[src/rtl/cpu_pkg.sv]
// Shared syscall service codes and responder FSM state type.
package cpu_pkg;

  localparam logic [31:0] SVC_PRINT_INT  = 32'd1;
  localparam logic [31:0] SVC_EXIT       = 32'd10;
  localparam logic [31:0] SVC_PRINT_CHAR = 32'd11;

  typedef enum logic {
    ST_IDLE = 1'b0,
    ST_EMIT = 1'b1
  } sc_state_e;

endpackage

[src/rtl/syscall_char_fifo.sv]
// First-word fall-through byte FIFO; push is refused while full, pop while empty.
module syscall_char_fifo #(
  parameter  int DEPTH = 8,
  parameter  int W     = 8,
  localparam int AW    = $clog2(DEPTH)
) (
  input  logic         clk,
  input  logic         rst,
  input  logic         i_push,
  input  logic [W-1:0] i_din,
  input  logic         i_pop,
  output logic [W-1:0] o_dout,
  output logic         o_full,
  output logic         o_empty,
  output logic [AW:0]  o_count
);

  logic [W-1:0]  r_mem [DEPTH];
  logic [AW-1:0] r_wr_ptr;
  logic [AW-1:0] r_rd_ptr;
  logic [AW:0]   r_count;
  logic          w_push;
  logic          w_pop;

  // Full is taken from the registered count, so a same-cycle pop never makes room.
  assign o_full  = (r_count == (AW+1)'(DEPTH));
  assign o_empty = (r_count == '0);
  assign w_push  = i_push && !o_full;
  assign w_pop   = i_pop && !o_empty;

  always_ff @(posedge clk) begin
    if (w_push) begin
      r_mem[r_wr_ptr] <= i_din;
    end
  end

  always_ff @(posedge clk or posedge rst) begin
    if (rst) begin
      r_wr_ptr <= '0;
      r_rd_ptr <= '0;
      r_count  <= '0;
    end else begin
      if (w_push) begin
        r_wr_ptr <= r_wr_ptr + 1'b1;
      end
      if (w_pop) begin
        r_rd_ptr <= r_rd_ptr + 1'b1;
      end
      case ({w_push, w_pop})
        2'b10:   r_count <= r_count + 1'b1;
        2'b01:   r_count <= r_count - 1'b1;
        default: r_count <= r_count;
      endcase
    end
  end

  assign o_dout  = o_empty ? '0 : r_mem[r_rd_ptr];
  assign o_count = r_count;

endmodule

[src/rtl/syscall_responder.sv]
// Executes CPU syscalls (print_int, print_char, exit) and streams printed bytes out.
// Optional: define SYSCALL_ERRCNT_EN to count accepted unknown service codes.
module syscall_responder
  import cpu_pkg::*;
#(
  parameter int FIFO_DEPTH = 8,
  parameter bit HEX_UPPER  = 1'b1
) (
  input  logic                          clk,
  input  logic                          rst,
  input  logic                          sc_valid,
  input  logic [31:0]                   sc_v0,
  input  logic [31:0]                   sc_a0,
  output logic                          sc_ready,
  output logic                          out_valid,
  output logic [7:0]                    out_data,
  input  logic                          out_ready,
  output logic [31:0]                   hex_out,
  output logic                          halted,
  output logic [15:0]                   err_count,
  output sc_state_e                     dbg_state,
  output logic [2:0]                    dbg_nib_idx,
  output logic [$clog2(FIFO_DEPTH):0]   dbg_fifo_count
);

  sc_state_e   r_state;
  sc_state_e   w_state_nxt;
  logic [2:0]  r_nib_idx;
  logic [31:0] r_a0;
  logic [31:0] r_hex_out;
  logic        r_halted;
  logic        w_accept;
  logic        w_push;
  logic [7:0]  w_push_data;
  logic        w_fifo_full;
  logic        w_fifo_empty;
  logic [3:0]  w_nib;

  function automatic logic [7:0] nib_to_ascii(input logic [3:0] n);
    if (n < 4'd10) begin
      return 8'h30 + {4'h0, n};
    end
    return (HEX_UPPER ? 8'h37 : 8'h57) + {4'h0, n};
  endfunction

  // Handshakes: a transfer happens on a rising edge where valid && ready; the
  // producer holds valid and payload stable until that edge, ready never waits on valid.
  assign sc_ready  = (r_state == ST_IDLE) && !w_fifo_full && !r_halted;
  assign w_accept  = sc_valid && sc_ready;
  assign out_valid = !w_fifo_empty;
  assign w_nib     = r_a0[{r_nib_idx, 2'b00} +: 4];

  always_comb begin
    w_state_nxt = r_state;
    w_push      = 1'b0;
    w_push_data = 8'h00;
    case (r_state)
      ST_IDLE: begin
        if (w_accept) begin
          if (sc_v0 == SVC_PRINT_INT) begin
            w_state_nxt = ST_EMIT;
          end else if (sc_v0 == SVC_PRINT_CHAR) begin
            w_push      = 1'b1;
            w_push_data = sc_a0[7:0];
          end
        end
      end
      ST_EMIT: begin
        if (!w_fifo_full) begin
          w_push      = 1'b1;
          w_push_data = nib_to_ascii(w_nib);
          if (r_nib_idx == 3'd0) begin
            w_state_nxt = ST_IDLE;
          end
        end
      end
      default: w_state_nxt = ST_IDLE;
    endcase
  end

  always_ff @(posedge clk or posedge rst) begin
    if (rst) begin
      r_state   <= ST_IDLE;
      r_nib_idx <= 3'd7;
      r_a0      <= '0;
      r_hex_out <= '0;
      r_halted  <= 1'b0;
    end else begin
      r_state <= w_state_nxt;
      if (r_state == ST_IDLE && w_accept) begin
        if (sc_v0 == SVC_PRINT_INT) begin
          r_hex_out <= sc_a0;
          r_a0      <= sc_a0;
          r_nib_idx <= 3'd7;
        end else if (sc_v0 == SVC_EXIT) begin
          r_halted <= 1'b1;
        end
      end else if (r_state == ST_EMIT && w_push) begin
        // Wraps 0 -> 7, leaving the index ready for the next print.
        r_nib_idx <= r_nib_idx - 1'b1;
      end
    end
  end

`ifdef SYSCALL_ERRCNT_EN
  logic [15:0] r_err_count;
  logic        w_unknown;

  assign w_unknown = w_accept && (sc_v0 != SVC_PRINT_INT) &&
                     (sc_v0 != SVC_PRINT_CHAR) && (sc_v0 != SVC_EXIT);

  always_ff @(posedge clk or posedge rst) begin
    if (rst) begin
      r_err_count <= '0;
    end else if (w_unknown && (r_err_count != 16'hFFFF)) begin
      r_err_count <= r_err_count + 16'd1;
    end
  end

  assign err_count = r_err_count;
`else
  assign err_count = 16'h0;
`endif

  syscall_char_fifo #(
    .DEPTH (FIFO_DEPTH),
    .W     (8)
  ) u_fifo (
    .clk     (clk),
    .rst     (rst),
    .i_push  (w_push),
    .i_din   (w_push_data),
    .i_pop   (out_ready),
    .o_dout  (out_data),
    .o_full  (w_fifo_full),
    .o_empty (w_fifo_empty),
    .o_count (dbg_fifo_count)
  );

  assign hex_out     = r_hex_out;
  assign halted      = r_halted;
  assign dbg_state   = r_state;
  assign dbg_nib_idx = r_nib_idx;

endmodule
[config.mk]
export PLATFORM = sky130hd
export DESIGN_NAME = syscall_responder
export DESIGN_NICKNAME = d
export VERILOG_FILES = /design/src/rtl/cpu_pkg.sv /design/src/rtl/syscall_char_fifo.sv /design/src/rtl/syscall_responder.sv
export SDC_FILE = /design/constraint.sdc
export NUM_CORES = 1
export LEC_CHECK = 0
export CORE_AREA = 2 2 113 115
export CTS_CLUSTER_SIZE = 14
export DETAILED_ROUTE_END_ITERATION = 10
export DIE_AREA = 0 0 115 117
export GPL_ROUTABILITY_DRIVEN = 0
export GPL_TIMING_DRIVEN = 1
export PLACE_DENSITY = 0.68
export SYNTH_ARGS = -nofsm -noshare
export SYNTH_HDL_FRONTEND = slang
export SYNTH_HIERARCHICAL = 1
export SYNTH_SLANG_ARGS = --single-unit
[constraint.sdc]
create_clock -name clk -period 9.2 [get_ports clk]
set_input_delay 0.92 -clock clk [delete_from_list [all_inputs] [get_ports clk]]
set_output_delay 0.92 -clock clk [all_outputs]
set_load 0.01 [all_outputs]
==> results of run 1 <==
[layer usage]
metal / track usage / up-vias / routed length [µm]
li1: - / 1449 / -
met1: 0.197 / 1505 / 4410
met2: 0.294 / 79 / 5400
met3: 0.0505 / 7 / 647
met4: 0.0386 / 0 / 94
met5: 0 / - / 0
[worst max-delay path by stage]
stage,from,to
floorplan,sc_v0[2],u_fifo/o_count[3]$_DFFE_PP0P_
global placement,sc_v0[2],u_fifo/o_count[3]$_DFFE_PP0P_
detailed placement,sc_v0[29],u_fifo/o_count[3]$_DFFE_PP0P_
CTS,sc_v0[29],u_fifo/o_count[3]$_DFFE_PP0P_
global route,sc_v0[29],u_fifo/o_count[3]$_DFFE_PP0P_
finish,sc_v0[29],u_fifo/o_count[3]$_DFFE_PP0P_
[sequential cells by signal (all words and copies together), names as in the netlist]
register	flops
u_fifo/o_count	4
dbg_state	1
halted	1
u_fifo/r_wr_ptr	3
u_fifo/r_mem	64
dbg_nib_idx	3
hex_out	32
u_fifo/r_rd_ptr	3
[power by group through the flow]
stage                     Combinational [mW]  Clock, mW  Sequential, mW
final                                 0.0383      0.412           0.522
after global routing                  0.0419      0.438           0.522
after CTS                             0.0389      0.423           0.522
after detailed placement              0.0387          0           0.532
after global placement                0.0384          0           0.532
after floorplan                       0.0125          0           0.532
[cell type report]
class                   count  area, µm²  area share
flip-flops and latches    111       3100       0.462
multi-input cells         184       1830       0.274
repair buffers            122       1210       0.181
clock buffers              10        229      0.0341
well taps                 150        188      0.0280
clock inverters             6       93.8      0.0140
inverters                  13       48.8     0.00728
[cell usage after synthesis, types with 2 or more instances]
cell / n / area, µm²
sky130_fd_sc_hd__buf_4: 17 / 128
sky130_fd_sc_hd__buf_2: 2 / 10.0
sky130_fd_sc_hd__a21o_1: 5 / 37.5
sky130_fd_sc_hd__mux2_1: 2 / 22.5
sky130_fd_sc_hd__nand2b_1: 3 / 18.8
sky130_fd_sc_hd__nor2_1: 10 / 37.5
sky130_fd_sc_hd__nand2_1: 9 / 33.8
sky130_fd_sc_hd__mux4_2: 23 / 518
sky130_fd_sc_hd__edfxtp_1: 64 / 1920
sky130_fd_sc_hd__buf_6: 5 / 56.3
sky130_fd_sc_hd__nor3_1: 5 / 25.0
sky130_fd_sc_hd__mux2_2: 34 / 383
sky130_fd_sc_hd__nand3b_1: 2 / 15.0
sky130_fd_sc_hd__clkbuf_1: 3 / 11.3
sky130_fd_sc_hd__clkbuf_2: 2 / 10.0
sky130_fd_sc_hd__mux2i_1: 3 / 30.0
sky130_fd_sc_hd__nand3_1: 4 / 20.0
sky130_fd_sc_hd__dfrtp_1: 44 / 1100
sky130_fd_sc_hd__a22o_1: 11 / 96.3
sky130_fd_sc_hd__a21oi_1: 3 / 15.0
sky130_fd_sc_hd__dfstp_2: 3 / 78.8
sky130_fd_sc_hd__inv_1: 13 / 48.8
sky130_fd_sc_hd__xnor2_1: 8 / 70.1
sky130_fd_sc_hd__nor4_1: 7 / 43.8
sky130_fd_sc_hd__nor2b_1: 3 / 18.8
sky130_fd_sc_hd__ha_1: 8 / 100
[cell families (layout without fill, tap and decap cells)]
family                     count (synthesis)  count (layout)
xor gates and xnor gates                   9               9
DFF                                      111             111
and+or+nand+nor                           58              58
AOI/OAI and AO/OA                         29              29
buffers and inverters                     43             151
other                                      1              16
muxes                                     64              64
adders and majority gates                  8               8
[worst max-delay path, stage by stage]
cell and delay (ps):
sky130_fd_sc_hd__clkdlybuf4s50_1 410, sky130_fd_sc_hd__nor4_1 320, sky130_fd_sc_hd__nand4_1 220, sky130_fd_sc_hd__nor4_1 370
sky130_fd_sc_hd__nor3b_2 560, sky130_fd_sc_hd__or2_2 240, sky130_fd_sc_hd__nand2_1 130, sky130_fd_sc_hd__ha_1 440
sky130_fd_sc_hd__or4b_2 690, sky130_fd_sc_hd__a21o_1 170, sky130_fd_sc_hd__o221ai_1 60
[through the flow]
| step | cell area (µm²) | std cells | hold WS (ps) | power (mW) | setup WS (ps) |
|---|---|---|---|---|---|
| final | 6710 | 596 | 483 | 0.972 | 4920 |
| after detailed placement | 6380 | 580 | 479 | 0.571 | 4600 |
| after CTS | 6710 | 596 | 488 | 0.984 | 4920 |
| after floorplan | 5200 | 338 | 467 | 0.545 | 5380 |
| after global routing | 6710 | 596 | 508 | 1.00 | 4560 |
| after global placement | 6380 | 580 | 469 | 0.571 | 4650 |
==> qor_table.md, run 1 <==
| Item | Value |
|:---|:---|
| Result of the run | completed |
| Power per standard cell area | 145 nW/µm² |
| Count of max-cap constraint violations | 0 |
| Sequential Power Share | 0.537 |
| Level count of the clock H-tree | 3 |
| Setup repair bufs after CTS | 0 |
| Number of antenna violations at the first check in global routing | 0 |
| Remaining DRCs | 0 |
| Post-Synth Adder-Cell Area | 0.0194 |
| Number of antenna cells inserted | 0 |
| Syn Std Cell Area | 5150 µm² |
| Reg2Reg Depth | 12 |
| Xor and xnor fraction of the mapped netlist area | 0.0153 |
| Sum of negative setup slack | 0 ps |
| Mux contribution to synthesized area | 0.195 |
| Reg2reg setup slack | 5230 ps |
| Setup repair after global routing missed its margin | no |
| Die H | 117 µm |
| Commonest non-fill, non-tap cell in the layout | sky130_fd_sc_hd__clkdlybuf4s50_1 |
| WHS Path Cells | 1 |
| Floorplan die width | 115 µm |
| Number of standard-cell rows in the floorplan | 41 |
| Number of port buffers | 118 |
| Number of flops mapped to enable cells by yosys | 64 |
| Distinct cell type count of the synthesized netlist | 56 |
| Clock tree root buffer cell | sky130_fd_sc_hd__clkbuf_16 |
| Worst path required time | 9450 ps |
| Syn-to-layout area delta | 30.3% |
| Combinational Power Share | 0.039 |
| Achievable clock frequency | 234 MHz |
| Count of fill cells added during filler insertion | 1027 |
| Clock period minus worst slack | 4280 ps |
| Switching power summed over all nets | 0.184 mW |
| Internal power component | 0.788 mW |
| Slew HR | 0.265 |
| Clock tree from TritonCTS | done |
| Endpoint of the worst register-to-register path | u_fifo/o_count[3]$_DFFE_PP0P_ |
| # nets final | 517 |
| Number of global-route vias before repair | 3259 |
| Worst clock skew | 12.1 ps |
| Initial core utilization | 0.418 |
| Clock transition at the register clock pins on the worst setup and hold paths after CTS | 70 ps |
| Critical path class | primary input to flop |
| Worst vdd ir | 131 µV |
| Commonest cells after routing, fill and taps aside | sky130_fd_sc_hd__clkdlybuf4s50_1 (118), sky130_fd_sc_hd__edfxtp_1 (64), sky130_fd_sc_hd__dfrtp_1 (44) |
| Maximum number of pins on one net before global-route repair | 38 |
| Critical path capture point type | flop |
| Average instance area after synthesis | 15.9 µm² |
| Fraction of synthesis flops using an asynchronous set or reset pin | 0.423 |
| Worst Hold Endpoint | halted$_DFFE_PP0P_ |
| Crit share post-route | 0.465 |
| Synth Area in Compound Gates | 0.0452 |
| Critical register-to-register path startpoint | u_fifo/o_count[1]$_DFFE_PP0P_ |
| Initial DRC Count | 95 |
| Die area | 13500 µm² |
| Slew @ Worst Pin | 1100 ps |
| Share of the core filled with cells in the final layout | 0.545 |
| Area of the core region | 12300 µm² |
| Net Sw Frac | 0.189 |
| Resized Gates After CTS | 0 |
| Final Hold Vio Count | 0 |
| Leak pwr | 2.77 nW |
| Sequential area share after synthesis | 0.603 |
| Hold path start | halted$_DFFE_PP0P_ |
| Global routing usage summed across all routing layers | 0.165 |
| Share of layout cells above drive strength 1 | 0.204 |
| Post-CTS Hold Buffers | 0 |
| Synth Warn # | 6 |
| Setup violation total in the final timing report | 0 |
| Crit Path Max Fanout | 9 |
| Overall via count from detail_route | 3040 |
| Critical path data arrival time | 4530 ps |
| Antenna viol nets, final | 0 |
| Clock power share | 0.424 |
| Area fraction in and, or, nand and nor cells after synthesis | 0.0700 |
| Final Slew Violations | 0 |
| Number of storage elements in the synthesis netlist | 111 |
| Kind of launch point of the worst setup path | primary input |
| Remaining global-route overflow | 0 |
| Flip-flop cell with the highest count after synthesis | sky130_fd_sc_hd__edfxtp_1 |
| Detail Placement HPWL | 7550 µm |
| Total routed wirelength | 10600 µm |
| Clock network latency to the later pin of the worst-skew pair | 340 ps |
| CTS buffer count | 9 |
| Worst min-delay path category | flop to flop |
| Wire length of the first global-routing pass | 16900 µm |
| Buffers from clock root to sink, at most | 2 |
| I/O pin count | 135 |
| Combinational family with the most area after synthesis | multiplexers |
| Number of detailed-routing iterations run before antenna repair | 4 |
| Final routed wire length divided by cell count | 17.7 µm |
| Cells after synthesis | 323 |
| Drt via density | 5.10 |
| Number of sinks handled by clock tree synthesis | 111 |
Note: power is estimated with default switching activity, not from simulation.
==> run 2: changes to the inputs <==
PLACE_DENSITY = 0.71   (was 0.68)
clock period = 3.68 ns   (was 9.2 ns; I/O delays follow)
==> run 2 against run 1 <==
Power increased by 150%; core utilization increased by 0.77 points; sequential share of layout area decreased by 0.65 points; worst setup slack got worse by 4700 ps; die area unchanged; clock-buffer cell count increased by 1; combinational power increased to 2.6 times the previous value; critical path type is now flop to flop; critical endpoint unchanged; largest cell class unchanged.
==> qor_table.md, run 2 (synthesized netlist as in run 1, its figures left out) <==
| Item | Value | Delta |
|:---|:---|:---|
| Result of the run | completed | unchanged |
| Clock transition at the register clock pins on the worst setup and hold paths after CTS | 70 ps | about the same |
| Number of standard-cell rows in the floorplan | 41 | unchanged |
| Number of antenna violations at the first check in global routing | 0 | unchanged |
| Worst slack on hold paths | 344 ps | was 483 ps |
| Maximum number of pins on one net before global-route repair | 38 | unchanged |
| Total routed wirelength | 11300 µm | was 10600 µm |
| Setup repair after global routing missed its margin | no | unchanged |
| Remaining DRCs | 0 | unchanged |
| Fin area | 6800 µm² | was 6710 µm² |
| Overall via count from detail_route | 3218 | was 3040 |
| Die area | 13500 µm² | unchanged |
| Initial DRC Count | 148 | was 95 |
| Number of global-route vias before repair | 3470 | was 3259 |
| Floorplan die width | 115 µm | unchanged |
| Clock tree from TritonCTS | done | unchanged |
| Count of fill cells added during filler insertion | 1032 | was 1027 |
| Critical path class | flop to flop | was primary input to flop |
| Achievable clock frequency | 288 MHz |  |
| Final Slew Violations | 0 | unchanged |
| Die H | 117 µm | unchanged |
| Slew HR | 0.437 | was 0.265 |
| Commonest cells after routing, fill and taps aside | sky130_fd_sc_hd__clkdlybuf4s50_1 (118), sky130_fd_sc_hd__edfxtp_1 (64), sky130_fd_sc_hd__dfrtp_1 (44) | unchanged |
| Placed standard-cell area | 6490 µm² | was 6380 µm² |
| Critical path capture point type | flop | unchanged |
| Register area | 3100 µm² | unchanged |
| Remaining global-route overflow | 0 | unchanged |
| Worst clock skew | 6.84 ps | was 12.1 ps |
| Number of antenna cells inserted | 0 | unchanged |
| Post-CTS Hold Buffers | 0 | unchanged |
| # nets final | 530 | was 517 |
| Detail Placement HPWL | 8410 µm | was 7550 µm |
| Design Power | 2.40 mW | was 0.972 mW |
| Area of the core region | 12300 µm² | unchanged |
| Buffers from clock root to sink, at most | 2 | unchanged |
| Final Hold Vio Count | 0 | unchanged |
| Setup violation total in the final timing report | 0 | unchanged |
| Number of flip-flops under the largest register name | 64 | unchanged |
| Syn-to-layout area delta | 32.1% | was 30.3% |
| Initial core utilization | 0.418 | unchanged |
| Level count of the clock H-tree | 3 | unchanged |
| Commonest non-fill, non-tap cell in the layout | sky130_fd_sc_hd__clkdlybuf4s50_1 | unchanged |
| Antenna viol nets, final | 0 | unchanged |
| Worst path required time | 3930 ps | was 9450 ps |
| I/O pin count | 135 | unchanged |
| Final routed wire length divided by cell count | 18.5 µm | was 17.7 µm |
| Crit share post-route | 0.944 |  |
| Clock period minus worst slack | 3470 ps |  |
| Reg2reg setup slack | 210 ps | was 5230 ps |
| Power per standard cell area | 353 nW/µm² | was 145 nW/µm² |
| Leak pwr | 2.84 nW | was 2.77 nW |
| Share of layout cells above drive strength 1 | 0.229 | was 0.204 |
| Count of max-cap constraint violations | 0 | unchanged |
| Drt via density | 5.28 | was 5.10 |
| Setup repair bufs after CTS | 0 | unchanged |
| Clock tree root buffer cell | sky130_fd_sc_hd__clkbuf_16 | unchanged |
| Number of detailed-routing iterations run before antenna repair | 7 | was 4 |
| Top register by number of flip-flops | u_fifo/r_mem | unchanged |
| Global routing usage summed across all routing layers | 0.178 | was 0.165 |
| Number of port buffers | 118 | unchanged |
| Critical path data arrival time | 3720 ps | was 4530 ps |
| Worst min-delay path category | primary input to async pin | was flop to flop |
| Resized Gates After CTS | 0 | unchanged |
| Area taken by multi-input logic gates | 1840 µm² | was 1830 µm² |
| Crit Path Max Fanout | 6 | was 9 |
| Worst vdd ir | 289 µV | was 131 µV |
| Clock network latency to the later pin of the worst-skew pair | 340 ps | about the same |
| Slew @ Worst Pin | 844 ps | was 1100 ps |
| CTS buffer count | 9 | unchanged |
| Wire length of the first global-routing pass | 18100 µm | was 16900 µm |
| Kind of launch point of the worst setup path | flop | was primary input |
| Number of sinks handled by clock tree synthesis | 111 | unchanged |
| Sum of negative setup slack | 0 ps | unchanged |
run 2: changes by cell type in the layout (fill, tap and decap cells not counted):
cell | previous run | this run
sky130_fd_sc_hd__clkbuf_8 | 0 | 2
sky130_fd_sc_hd__clkinv_4 | 2 | 0
sky130_fd_sc_hd__nor3b_2 | 1 | 0
sky130_fd_sc_hd__clkinvlp_4 | 1 | 0
sky130_fd_sc_hd__clkbuf_1 | 1 | 0
sky130_fd_sc_hd__clkinv_2 | 0 | 1
sky130_fd_sc_hd__nor3b_4 | 0 | 1
sky130_fd_sc_hd__buf_4 | 4 | 17
sky130_fd_sc_hd__inv_6 | 1 | 3
sky130_fd_sc_hd__bufinv_16 | 2 | 1
run 2: worst paths after layout:
| path | from | cells after the start | end |
|---|---|---|---|
| worst max register to register | u_fifo/o_count[3]$_DFFE_PP0P_ | 12 | u_fifo/o_count[3]$_DFFE_PP0P_ |
| worst min register to register | u_fifo/r_rd_ptr[2]$_DFFE_PP0P_ | 1 | u_fifo/r_rd_ptr[2]$_DFFE_PP0P_ |
| worst max-delay path | u_fifo/o_count[3]$_DFFE_PP0P_ | 12 | u_fifo/o_count[3]$_DFFE_PP0P_ |
| min in group clk | u_fifo/r_rd_ptr[2]$_DFFE_PP0P_ | 1 | u_fifo/r_rd_ptr[2]$_DFFE_PP0P_ |
| worst min-delay path | rst | 2 | u_fifo/r_wr_ptr[1]$_DFFE_PP0P_ |
| max in group asynchronous | rst | 3 | dbg_nib_idx[2]$_DFFE_PP1P_ |
run 2: final cells by class:
class                           instances  share of cell area
Clock buffer                           11              0.0372
Clock inverter                          5             0.00901
Inverter                               13             0.00717
Multi-Input combinational cell        184               0.271
Sequential cell                       111               0.456
Tap cell                              150              0.0276
Timing Repair Buffer                  135               0.192
run 2: layer usage:
metal | up-vias | global-route usage | wire (µm)
li1 | 1473 | - | -
met3 | 8 | 0.0489 | 826
met4 | 0 | 0.0530 | 104
met5 | - | 0 | 0
met2 | 129 | 0.317 | 5830
met1 | 1608 | 0.213 | 4520
run 2: worst max-delay path, cell delays in order (launching register included):
cell and delay (ps):
sky130_fd_sc_hd__dfrtp_1 430, sky130_fd_sc_hd__or4b_4 260, sky130_fd_sc_hd__inv_1 50, sky130_fd_sc_hd__nor3_1 210, sky130_fd_sc_hd__nand3_1 190, sky130_fd_sc_hd__nor4_1 420
sky130_fd_sc_hd__nor3b_4 250, sky130_fd_sc_hd__or2_2 170, sky130_fd_sc_hd__nand2_1 130, sky130_fd_sc_hd__ha_1 330, sky130_fd_sc_hd__or4b_2 670, sky130_fd_sc_hd__a21o_1 180
sky130_fd_sc_hd__o221ai_1 80
run 2: where the power goes:
part | leakage, nW | internal, mW | switching (mW)
registers | 1.39 | 1.30 | 0.0000000327
logic | 1.29 | 0.0649 | 0.0332
clock network | 0.157 | 0.571 | 0.426
total | 2.84 | 1.94 | 0.460
run 2: stage by stage:
stage	util	instances	setup slack, ps
after floorplan	-	338	15.6
after global placement	0.527	593	186
after detailed placement	0.527	593	40.4
after CTS	0.552	609	220
after global routing	0.552	609	12.3
final	0.552	609	207
